==> src/rtl/lifo_stack.sv <==
// lifo_stack: register-array LIFO with push/pop command qualification,
// registered popped word (latency 1), full/empty/count status and sticky
// overflow/underflow error flags. Memory contents are intentionally unreset.
module lifo_stack #(
  parameter int WIDTH_DATA = 16,
  parameter int DEPTH      = 16,
  parameter int SP_WIDTH   = 5,
  parameter int EDGE_MODE  = 1
) (
  input  logic                  clk,
  input  logic                  reset,
  input  logic                  push,
  input  logic                  pop,
  input  logic [WIDTH_DATA-1:0] data_in,
  output logic [WIDTH_DATA-1:0] data_out,
  output logic                  full,
  output logic                  empty,
  output logic [SP_WIDTH-1:0]   count,
  output logic                  overflow,
  output logic                  underflow,
  input  logic                  clear_errors
);

  localparam int                AW       = (DEPTH > 1) ? $clog2(DEPTH) : 1;
  localparam logic [SP_WIDTH-1:0] SP_ONE   = SP_WIDTH'(1);
  localparam logic [SP_WIDTH-1:0] DEPTH_SP = SP_WIDTH'(DEPTH);

  logic [WIDTH_DATA-1:0] mem [DEPTH];
  logic [SP_WIDTH-1:0]   sp_r;
  logic                  push_d;
  logic                  pop_d;
  logic                  do_push_s;
  logic                  do_pop_s;
  logic                  full_s;
  logic                  empty_s;
  logic [AW-1:0]         top_addr_s;
  logic [WIDTH_DATA-1:0] top_word_s;
  logic                  mem_we_s;
  logic [AW-1:0]         mem_waddr_s;

  assign full_s     = (sp_r == DEPTH_SP);
  assign empty_s    = (sp_r == {SP_WIDTH{1'b0}});
  assign top_addr_s = AW'(sp_r - SP_ONE);
  assign top_word_s = mem[top_addr_s];

  assign full  = full_s;
  assign empty = empty_s;
  assign count = sp_r;

  // Qualify requests: rising edge of the request level, or level itself.
  always_comb begin
    do_push_s = 1'b0;
    do_pop_s  = 1'b0;
    if (EDGE_MODE != 0) begin
      do_push_s = push & ~push_d;
      do_pop_s  = pop & ~pop_d;
    end else begin
      do_push_s = push;
      do_pop_s  = pop;
    end
  end

  // Decide whether and where the array is written this cycle.
  always_comb begin
    mem_we_s    = 1'b0;
    mem_waddr_s = AW'(sp_r);
    case ({do_push_s, do_pop_s})
      2'b10: begin
        if (!full_s) begin
          mem_we_s    = 1'b1;
          mem_waddr_s = AW'(sp_r);
        end else begin
          mem_we_s = 1'b0;
        end
      end
      2'b11: begin
        // Replace the top entry; an empty stack just passes data through.
        if (!empty_s) begin
          mem_we_s    = 1'b1;
          mem_waddr_s = top_addr_s;
        end else begin
          mem_we_s = 1'b0;
        end
      end
      default: begin
        mem_we_s = 1'b0;
      end
    endcase
  end

  // Storage array write port (contents deliberately not reset).
  always_ff @(posedge clk) begin
    if (mem_we_s) begin
      mem[mem_waddr_s] <= data_in;
    end
  end

  // Stack pointer, popped word, error flags and request history.
  always_ff @(posedge clk or negedge reset) begin
    if (!reset) begin
      sp_r      <= {SP_WIDTH{1'b0}};
      data_out  <= {WIDTH_DATA{1'b0}};
      overflow  <= 1'b0;
      underflow <= 1'b0;
      push_d    <= 1'b0;
      pop_d     <= 1'b0;
    end else begin
      push_d <= push;
      pop_d  <= pop;
      // Clear first so that a new error in the same cycle wins.
      if (clear_errors) begin
        overflow  <= 1'b0;
        underflow <= 1'b0;
      end
      case ({do_push_s, do_pop_s})
        2'b10: begin
          if (!full_s) begin
            sp_r <= sp_r + SP_ONE;
          end else begin
            overflow <= 1'b1;
          end
        end
        2'b01: begin
          if (!empty_s) begin
            data_out <= top_word_s;
            sp_r     <= sp_r - SP_ONE;
          end else begin
            underflow <= 1'b1;
          end
        end
        2'b11: begin
          if (!empty_s) begin
            data_out <= top_word_s;
          end else begin
            data_out <= data_in;
          end
        end
        default: begin
          sp_r <= sp_r;
        end
      endcase
    end
  end

endmodule

==> config.mk <==
export PLATFORM = sky130hd
export DESIGN_NAME = lifo_stack
export DESIGN_NICKNAME = d
export VERILOG_FILES = /design/src/rtl/lifo_stack.sv
export SDC_FILE = /design/constraint.sdc
export NUM_CORES = 1
export LEC_CHECK = 0
export ABC_CLOCK_PERIOD_IN_PS = 6100
export CAP_MARGIN = 20
export CORE_ASPECT_RATIO = 1.2
export CORE_UTILIZATION = 30
export DETAILED_ROUTE_END_ITERATION = 8
export GPL_TIMING_DRIVEN = 0
export PLACE_DENSITY = 0.47
export RECOVER_POWER = 100
export SYNTH_ARGS = -nofsm -noshare
export SYNTH_HDL_FRONTEND = slang
export SYNTH_SLANG_ARGS = --single-unit
==> constraint.sdc <==
create_clock -name clk -period 6.1 [get_ports clk]
set_clock_uncertainty 0.05 [all_clocks]
set_input_delay 1.22 -clock clk [delete_from_list [all_inputs] [get_ports clk]]
set_output_delay 1.22 -clock clk [all_outputs]
set_load 0.005 [all_outputs]
==> run summary <==
The synthesized instance count came out at 626. For the pin with the worst max-slew slack, the measured transition is 1110 ps. The final critical delay including setup and external delays is 5380 ps.

The most area-hungry cell type in the Yosys netlist is sky130_fd_sc_hd__edfxtp_1. CTS placed an instance of sky130_fd_sc_hd__clkbuf_16 at the clock tree root. The critical path is of the reg -> reg type. The fraction of final layout cells sized beyond drive strength 1 came out at 16.7%. The wire length on met1 is 11.0 mm. The tightest min-delay check is of the reg -> reg type. The met2 wirelength from detailed routing came out at 13.8 mm. The fmax is 186 MHz. The later pin in the worst-skew pair is clocked with a latency of 550 ps. The clock slew at the register clock pins of the worst setup and hold paths is 70 ps.

The highest layer touched by signal routing is met5. The library cell used most frequently in the layout, excluding fill and tap cells, is sky130_fd_sc_hd__edfxtp_1. Setup repair after global routing left no endpoint under its margin. The post-route fraction of the period consumed by the critical path is 88.3%. In this run, post-CTS repair resized a total of 0 instances.

The number of hold-slack violations in the final timing report is 0. At the end of routability-driven placement, the weighted congestion stood at 0.847. The leakage power of the design is 4.33 nW. Data on the critical path is required at its endpoint by 6300 ps. The maximum number of pins on one net before global-route repair is 19.

0 antenna diodes ended up in the layout. The fraction of synthesized area in multiplexers came out at 12.8%. The number of hold buffers added after CTS was 0.

The total nets after synthesis came out at 649. The first-pass iteration count of the detailed router is 6. The synthesized cell area is 11200 um^2.

The final-layout setup total negative slack is 0 ps. Measured on the finished design, the core utilization comes to 36.2%. Counting stages on the worst path, the most repeated cell is sky130_fd_sc_hd__clkbuf_1.

Measured along the y axis, the die boundary spans 214 um. After detailed routing, the total wire length is 26.7 mm. For this design the ratio of total power to cell area is 456 nW/um^2.

The number of setup buffers added after CTS is 0. In the global route stage, overall resource usage came out at 14.4%. The number of setup violations in the final report came out at 0.

The number of warnings reported in the yosys synthesis log came out at 0. The worst stage delay on the critical path is 590 ps. Clock tree synthesis inserted a total of 27 buffers. The first-pass GRT wire length came out at 40.5 mm.

The register area share after synthesis is 73.9%. The max-slew violation total from the final report is 0. Yosys attributes the largest share of cell area to sky130_fd_sc_hd__edfxtp_1, sky130_fd_sc_hd__mux4_2, sky130_fd_sc_hd__dfrtp_1, sky130_fd_sc_hd__o22ai_1, sky130_fd_sc_hd__a21oi_1. The remaining design rule violation count came out at 0. The routed wire length per instance is 22.1 um. The share of synthesized area in the top cell type comes to 68.4%. The number of global-route vias before repair is 6350. The number of buffers on the longest clock path came out at 3. By area, the combinational part of the netlist is dominated by multiplexers.

The initial core utilization came out at 30.5%. In this run, synthesis produced a sequential element count of 281. The number of nets in the finished design came out at 740. The library cells used most frequently in the layout, excluding fill and tap cells, are sky130_fd_sc_hd__edfxtp_1, sky130_fd_sc_hd__mux4_2, sky130_fd_sc_hd__dlygate4sd3_1, sky130_fd_sc_hd__clkbuf_1, sky130_fd_sc_hd__inv_1. The number of distinct standard cells referenced by the synthesized netlist came out at 41.

The port buffer count is 45. The total via count after detailed routing is 6020. The cell row count is 77. The number of buffers and inverters on the critical path is 8. The total overflow reported by the global router came out at 0. The cell area after placement came out at 12600 um^2. The die width is 179 um. The post-synthesis share of cell area spent on full adders, half adders and majority gates is 0.222%. The placeable core region came out at 36900 um^2.

The number of antenna violations at the first check in global routing is 1. The flow ran to the end, and the final reports show no timing, DRC or antenna violations. In this run the number of H-tree levels came out at 1. Along the worst path, the maximum fanout reaches 10. The summed area of non-filler cells in the final layout came out at 13300 um^2. The worst slew margin relative to its limit came out at 26.0%. The residual antenna-violating net count after detailed routing came out at 0. Each instance of the synthesized netlist takes up on average 18.0 um^2.

46 I/O pins were placed. For this design, the slowest cell found on the critical path is sky130_fd_sc_hd__clkbuf_1. STA classifies the critical path startpoint as a flip-flop. The synthesized netlist devotes 0.389% of its cell area to XOR and XNOR gates. The half-perimeter wire length after detailed placement is 18.3 mm.

The area growth from synthesis to layout is 18.6%. After the first detailed-routing iteration, the DRC count stood at 463. The kind of end point of the critical path is a flip-flop. The maximum resistive drop on vdd is 0.000219 V. The signal on the critical path passes through clkbuf_1, clkbuf_1, inv_1, ha_1, clkbuf_1, buf_2, clkbuf_1, nand4_1, a221o_1, nor3_1, clkbuf_1, buf_6. Data on the critical path arrives at its endpoint at 5580 ps. The synthesized-area fraction occupied by ao, oa, aoi and oai cells came out at 6.53%.

TritonCTS built the clock tree. The number of max-cap violations came out at 0. The number of clock sinks is 281. In the routed layout, each cell is associated on average with a via count of 4.97. The met3 layer wire length in the routed design is 1.28 mm. On the critical path the largest part of the delay comes from buffers and inverters. The die outline area came out at 38300 um^2. Of the total synthesized cell area, the portion taken by AND, OR, NAND and NOR gates is 3.62%.
## cells by family after synthesis
kind of cell / after synthesis
flops: 281
compound gates: 126
simple gates: 78
buf+inv: 70
mux: 64
xor+xnor: 5
fa+ha+maj: 2
## worst reg2reg max path, stage by stage (launching register included)
cell and delay, ps:
sky130_fd_sc_hd__dfrtp_1 510, sky130_fd_sc_hd__clkbuf_1 550, sky130_fd_sc_hd__clkbuf_1 540, sky130_fd_sc_hd__inv_1 190, sky130_fd_sc_hd__ha_1 330, sky130_fd_sc_hd__clkbuf_1 260, sky130_fd_sc_hd__buf_2 380, sky130_fd_sc_hd__clkbuf_1 590
sky130_fd_sc_hd__nand4_1 250, sky130_fd_sc_hd__a221o_1 420, sky130_fd_sc_hd__nor3_1 220, sky130_fd_sc_hd__clkbuf_1 540, sky130_fd_sc_hd__buf_6 260
## per-layer routing
layer	GRT usage, %	vias to the layer above
li1	-	2688
met1	18.1	3110
met2	25.4	178
met3	2.09	42
met4	4.29	2
met5	0	-
## flip-flops by register name, summed over array words and instances, names as in the netlist
signal / flops
count: 5
underflow: 1
overflow: 1
mem: 256
pop_d: 1
push_d: 1
data_out: 16
## synthesized netlist by cell type, drive strengths merged
cell type  count
edfxtp       256
mux4          64
inv           39
a21oi         38
o21ai         34
o22ai         31
dfrtp         25
nor2          21
clkbuf        16
buf           15
and2          14
nand2         12
a31oi          7
nor2b          6
nor3           6
nand2b         5
nand3          5
xnor2          5
o21a           3
a211o          2
a32oi          2
ha             2
nand4          2
nor3b          2
a21boi         1
a221o          1
a221oi         1
a22o           1
a31o           1
and3           1
nor4           1
nor4bb         1
o2111ai        1
o211a          1
o211ai         1
o221ai         1
or3            1
or4b           1
## metrics by stage
stage | power (W) | setup slack (ps) | hold WS [ps] | instances
floorplan | 0.00375 | 1890 | 476 | 626
global placement | 0.00449 | -511 | 468 | 1145
detailed placement | 0.00456 | 815 | 482 | 1162
CTS | 0.00624 | 826 | 492 | 1212
global route | 0.00642 | 295 | 530 | 1212
finish | 0.00608 | 717 | 481 | 1212
## cell type report
type / instances / area, um^2
multi-input combinational: 275 / 2650
tap: 474 / 593
buffer: 31 / 135
fill: 3420 / 23600
clock inverter: 12 / 158
inverter: 39 / 146
clock buffer: 38 / 727
timing repair buffer: 62 / 614
sequential: 281 / 8310
## power breakdown
group,internal (W),switching [W]
Clock,0.000966,0.000701
Sequential,0.00225,0.0000855
Combinational,0.000910,0.00117
## worst paths after layout
path	from	end	slack, ps	cells past startpoint
setup / recovery	count[0]	mem[4][5]	720	12
hold / removal	overflow	overflow	480	2
setup reg to reg	count[0]	mem[4][5]	720	12
hold reg to reg	overflow	overflow	480	2
max in group asynchronous	reset	data_out[13]	3690	2
min in group asynchronous	reset	count[0]	970	1
(Power assumes the default switching activity.)
==> RTL change 1, RTL diff (same flow settings) <==
`SP_WIDTH`: 5 -> 10.
--- a/src/rtl/lifo_stack.sv
+++ b/src/rtl/lifo_stack.sv
@@ -4,7 +4,7 @@
 module lifo_stack #(
   parameter int WIDTH_DATA = 16,
   parameter int DEPTH      = 16,
-  parameter int SP_WIDTH   = 5,
+  parameter int SP_WIDTH   = 10,
   parameter int EDGE_MODE  = 1
 ) (
   input  logic                  clk,
Interface: changed (resized count); port bits go from 46 to 51. The function was not compared with the original's and may differ.
==> RTL change 1 against the original RTL <==
The run now ends with max-capacitance violations, max-slew violations left; sequential cell count increased by 5; synthesized area grew 1.4%; synthesized cell count up 2.1%; sequential share of layout area shrank 1.2 points; worst setup slack improved by 0.41 ns; worst hold slack worse by 0.035 ns; final cell count rose by 1.8%; final area up 3.6%; wire length is 5.1% higher; power is 13% higher; largest power group unchanged; highest routed layer is now met4.
==> RTL change 1: results (changes against the original RTL) <==
** Pwr
- Worst supply voltage drop on vdd :: 226 uV (was 219 uV)
- The leakage dissipation came to 4.61 nW (was 4.33 nW).
- Power dissipated by switching net loads :: 2.32 mW (was 1.96 mW)

** Clock network
- The number of CTS-inserted buffers was 30 (was 27).

** Finish
- Layout fillers :: 3415 (was 3420)
- Share of post-route cells with drive strength above 1 :: 0.149 (was 0.167)
- Final cell count without fillers :: 1234 (was 1212)

** GRT
- Total routing resource utilization after global routing :: 0.146 (was 0.144)
- The initial antenna violation count came to 0 (was 1).
- Global Route met3 Usage :: 0.0236 (was 0.0209)

** Yosys
- The post-synth net total was 662 (was 649).
- Largest cells by area after synthesis :: sky130_fd_sc_hd__edfxtp_1 67%, sky130_fd_sc_hd__dfrtp_1 6.6%, sky130_fd_sc_hd__mux4_2 6.3%, sky130_fd_sc_hd__mux2i_1 6.0%, sky130_fd_sc_hd__a22oi_1 3.1% (was sky130_fd_sc_hd__edfxtp_1 68%, sky130_fd_sc_hd__mux4_2 13%, sky130_fd_sc_hd__dfrtp_1 5.6%, sky130_fd_sc_hd__o22ai_1 1.7%, sky130_fd_sc_hd__a21oi_1 1.7%)
- Ys async rst share :: 0.105 (was 0.0890)
- Portion of the post-synthesis area used by sequential elements :: 0.740 (was 0.739)
- The number of cells produced by synthesis was 639 (was 626).
- The complex-gate fraction of the synthesized area came to 0.0677 (was 0.0653).

** Critical path
- The capturing point of the worst reg2reg path was mem[2][9] (was mem[4][5]).
- Data arrival time at the worst-slack endpoint :: 3.70 ns (was 5.58 ns)
- Slack of the worst reg-to-reg path :: 1.16 ns (was 0.72 ns)

** Outcome
- Status :: finished, violations left (was complete, no violations)
- The checks that failed: max-capacitance violations, max-slew violations.

** Placed design
- Half-perimeter wire length of the detailed placement result :: 19.2 mm (was 18.3 mm)
- Placer congestion estimate :: 0.811 (was 0.847)
- The worst slack after detailed placement was 2.07 ns (was 0.815 ns).

** Route
- Vias :: 6260 (was 6020)
- The sum of routed wire segments on met1 is 12.0 mm (was 11.0 mm).
- The highest routing layer actually used is met4 (was met5).
- The routed wire length on met3 came to 1.26 mm (was 1.28 mm).

** STA
- The number of max-slew violations in the final report is 31 (was 0).
- Worst Slack Setup Final :: 1.13 ns (was 0.717 ns)

** Job
- The total of max-cap violations was 1 (was 0).
-- RTL change 1: cell types whose count changed after synthesis, moves of 9 or more --
cell and change:
sky130_fd_sc_hd__a21oi_1 -31, sky130_fd_sc_hd__a22oi_1 +47, sky130_fd_sc_hd__a31oi_1 +9, sky130_fd_sc_hd__and2_1 -13
sky130_fd_sc_hd__inv_1 -33, sky130_fd_sc_hd__mux2i_1 +68, sky130_fd_sc_hd__mux4_2 -32, sky130_fd_sc_hd__nand3_1 +16
sky130_fd_sc_hd__o21ai_0 -34, sky130_fd_sc_hd__o22ai_1 -14
-- RTL change 1: worst max-delay path, cell delays in order, from the launching register on --
cell                            delay, ns
sky130_fd_sc_hd__dfrtp_1             0.40
sky130_fd_sc_hd__clkbuf_1            0.30
sky130_fd_sc_hd__inv_1               0.24
sky130_fd_sc_hd__ha_1                0.17
sky130_fd_sc_hd__clkbuf_1            0.44
sky130_fd_sc_hd__or4b_1              0.48
sky130_fd_sc_hd__clkbuf_1            0.24
sky130_fd_sc_hd__nor3_1              0.27
sky130_fd_sc_hd__dlygate4sd3_1       0.61
-- RTL change 1: final cells by class --
cell class	instances	share of cell area
clock buffer	33	0.0567
sequential	286	0.611
inverter	6	0.00163
multi-input combinational	310	0.200
buffer	37	0.0113
timing repair buffer	66	0.0533
clock inverter	22	0.0237
tap	474	0.0429
-- RTL change 1: power by group through the flow --
| stage | combinational [mW] | clock, mW | sequential, mW |
|---|---|---|---|
| after floorplan | 1.57 | 0 | 2.45 |
| after global placement | 2.45 | 0 | 2.49 |
| after detailed placement | 2.53 | 0 | 2.50 |
| after CTS | 2.54 | 2.05 | 2.46 |
| after global routing | 2.62 | 2.12 | 2.47 |
| final | 2.42 | 2.02 | 2.45 |
==> RTL change 2, RTL diff (same settings) <==
Without the edit above. Register the output `count` once more, with the module's reset; this adds one clock of latency there. The other outputs are not delayed to match. Comments in the files are not updated.
--- a/src/rtl/lifo_stack.sv
+++ b/src/rtl/lifo_stack.sv
@@ -45,7 +45,13 @@
 
   assign full  = full_s;
   assign empty = empty_s;
-  assign count = sp_r;
+  always_ff @(posedge clk or negedge reset) begin
+    if (!reset) begin
+      count <= '0;
+    end else begin
+      count <= sp_r;
+    end
+  end
 
   // Qualify requests: rising edge of the request level, or level itself.
   always_comb begin
Formal check against the unedited RTL: not equivalent (Yosys sat finds a counterexample within 4 cycles, from zero or initial values and one cycle with reset low).
==> RTL change 2 against the original RTL <==
The run now ends with design-rule violations, max-capacitance violations, max-slew violations left; sequential cell count increased by 5; die area increased by 1.1%; combinational power increased by 16%; worst setup slack improved by 0.49 ns; final area decreased by 0.11%; synthesized area increased by 1.1%; sequential share of layout area increased by 1.0 points; final cell count decreased by 5.4%; synthesized cell count decreased by 10%; critical endpoint is now mem[11][5]; wire length decreased by 0.56%; power increased by 6.5%; sequential power increased by 3%.
==> RTL change 2: results (changes against the original RTL) <==
** Outcome
- Status: finished, violations left (was complete, no violations).
- The checks that failed: design-rule violations, max-capacitance violations, max-slew violations.

** Yosys
- The number of cells produced by synthesis is 561 (was 626).
- Portion of the post-synthesis area used by sequential elements :: 0.742 (was 0.739)
- Synth unique cells :: 49 (was 41)
- Largest cells by area after synthesis :: sky130_fd_sc_hd__edfxtp_1 68%, sky130_fd_sc_hd__mux4_2 12%, sky130_fd_sc_hd__dfrtp_1 6.6%, sky130_fd_sc_hd__mux2i_1 1.4%, sky130_fd_sc_hd__a221oi_2 1.3% (was sky130_fd_sc_hd__edfxtp_1 68%, sky130_fd_sc_hd__mux4_2 13%, sky130_fd_sc_hd__dfrtp_1 5.6%, sky130_fd_sc_hd__o22ai_1 1.7%, sky130_fd_sc_hd__a21oi_1 1.7%)
- Share of cell area taken by muxes after synthesis :: 0.140 (was 0.128)
- Post-synth top cells :: 256 x sky130_fd_sc_hd__edfxtp_1, 63 x sky130_fd_sc_hd__mux4_2, 30 x sky130_fd_sc_hd__dfrtp_1 (was 256 x sky130_fd_sc_hd__edfxtp_1, 64 x sky130_fd_sc_hd__mux4_2, 39 x sky130_fd_sc_hd__inv_1)
- The complex-gate fraction of the synthesized area is 0.0624 (was 0.0653).

** Critical path
- Library cell contributing the largest single delay on the critical path :: sky130_fd_sc_hd__nor3_1 (was sky130_fd_sc_hd__clkbuf_1)
- The depth of the most critical reg-to-reg path was 10 (was 12).
- Terminus of the critical flop-to-flop path :: mem[11][5] (was mem[4][5])
- The worst-case register-to-register setup slack was 1.21 ns (was 0.72 ns).

** Pwr
- Standby leakage power :: 4.37 nW (was 4.33 nW)
- Worst supply voltage drop on vdd :: 179 uV (was 219 uV)
- Net switching share of the total power :: 0.326 (was 0.322)

** Route
- The highest routing layer actually used was met4 (was met5).
- The DRC violation count after routing came to 6 (was 0).
- The average via count per standard cell is 4.98 (was 4.97).
- Post-route met1 wirelength :: 11.5 mm (was 11.0 mm)
- The routed length on met2 was 13.6 mm (was 13.8 mm).

** GRT
- Met2 Use GR :: 0.245 (was 0.254)
- The overall fraction of global-route tracks in use was 0.139 (was 0.144).

** Min path
- Min-Delay Endpoint :: count[3] (was overflow)
- Worst hold path startpoint :: sp_r[3] (was overflow)

** Finish
- The share of layout cells above drive strength 1 came to 0.202 (was 0.167).
- The total number of nets in the final design came to 676 (was 740).

** Placed design
- The worst slack after detailed placement came to 1.35 ns (was 0.815 ns).

** Job
- The total of max-cap violations was 1 (was 0).

** STA
- Ratio of final minimum period to clock period :: 0.802 (was 0.883)
- Final Slew Violations :: 31 (was 0)
## RTL change 2: cell count changes in the layout (fill, tap and decap cells not counted), moves of 6 or more
cell,change
sky130_fd_sc_hd__a21o_1,+16
sky130_fd_sc_hd__a21oi_1,-17
sky130_fd_sc_hd__a221oi_1,+11
sky130_fd_sc_hd__a22oi_1,+16
sky130_fd_sc_hd__and2_1,-14
sky130_fd_sc_hd__clkbuf_1,-6
sky130_fd_sc_hd__clkinv_1,+6
sky130_fd_sc_hd__inv_1,-32
sky130_fd_sc_hd__mux2i_1,+16
sky130_fd_sc_hd__o21ai_0,-32
sky130_fd_sc_hd__o22ai_1,-29
## RTL change 2: cell type report
cell class | instances | area (sq um) | area share
clock buffer | 36 | 752 | 0.0564
multi-input combinational | 238 | 2700 | 0.202
tap | 474 | 593 | 0.0445
timing repair buffer | 60 | 546 | 0.0409
inverter | 7 | 26.3 | 0.00197
sequential | 286 | 8440 | 0.633
buffer | 30 | 151 | 0.0114
clock inverter | 16 | 124 | 0.00930
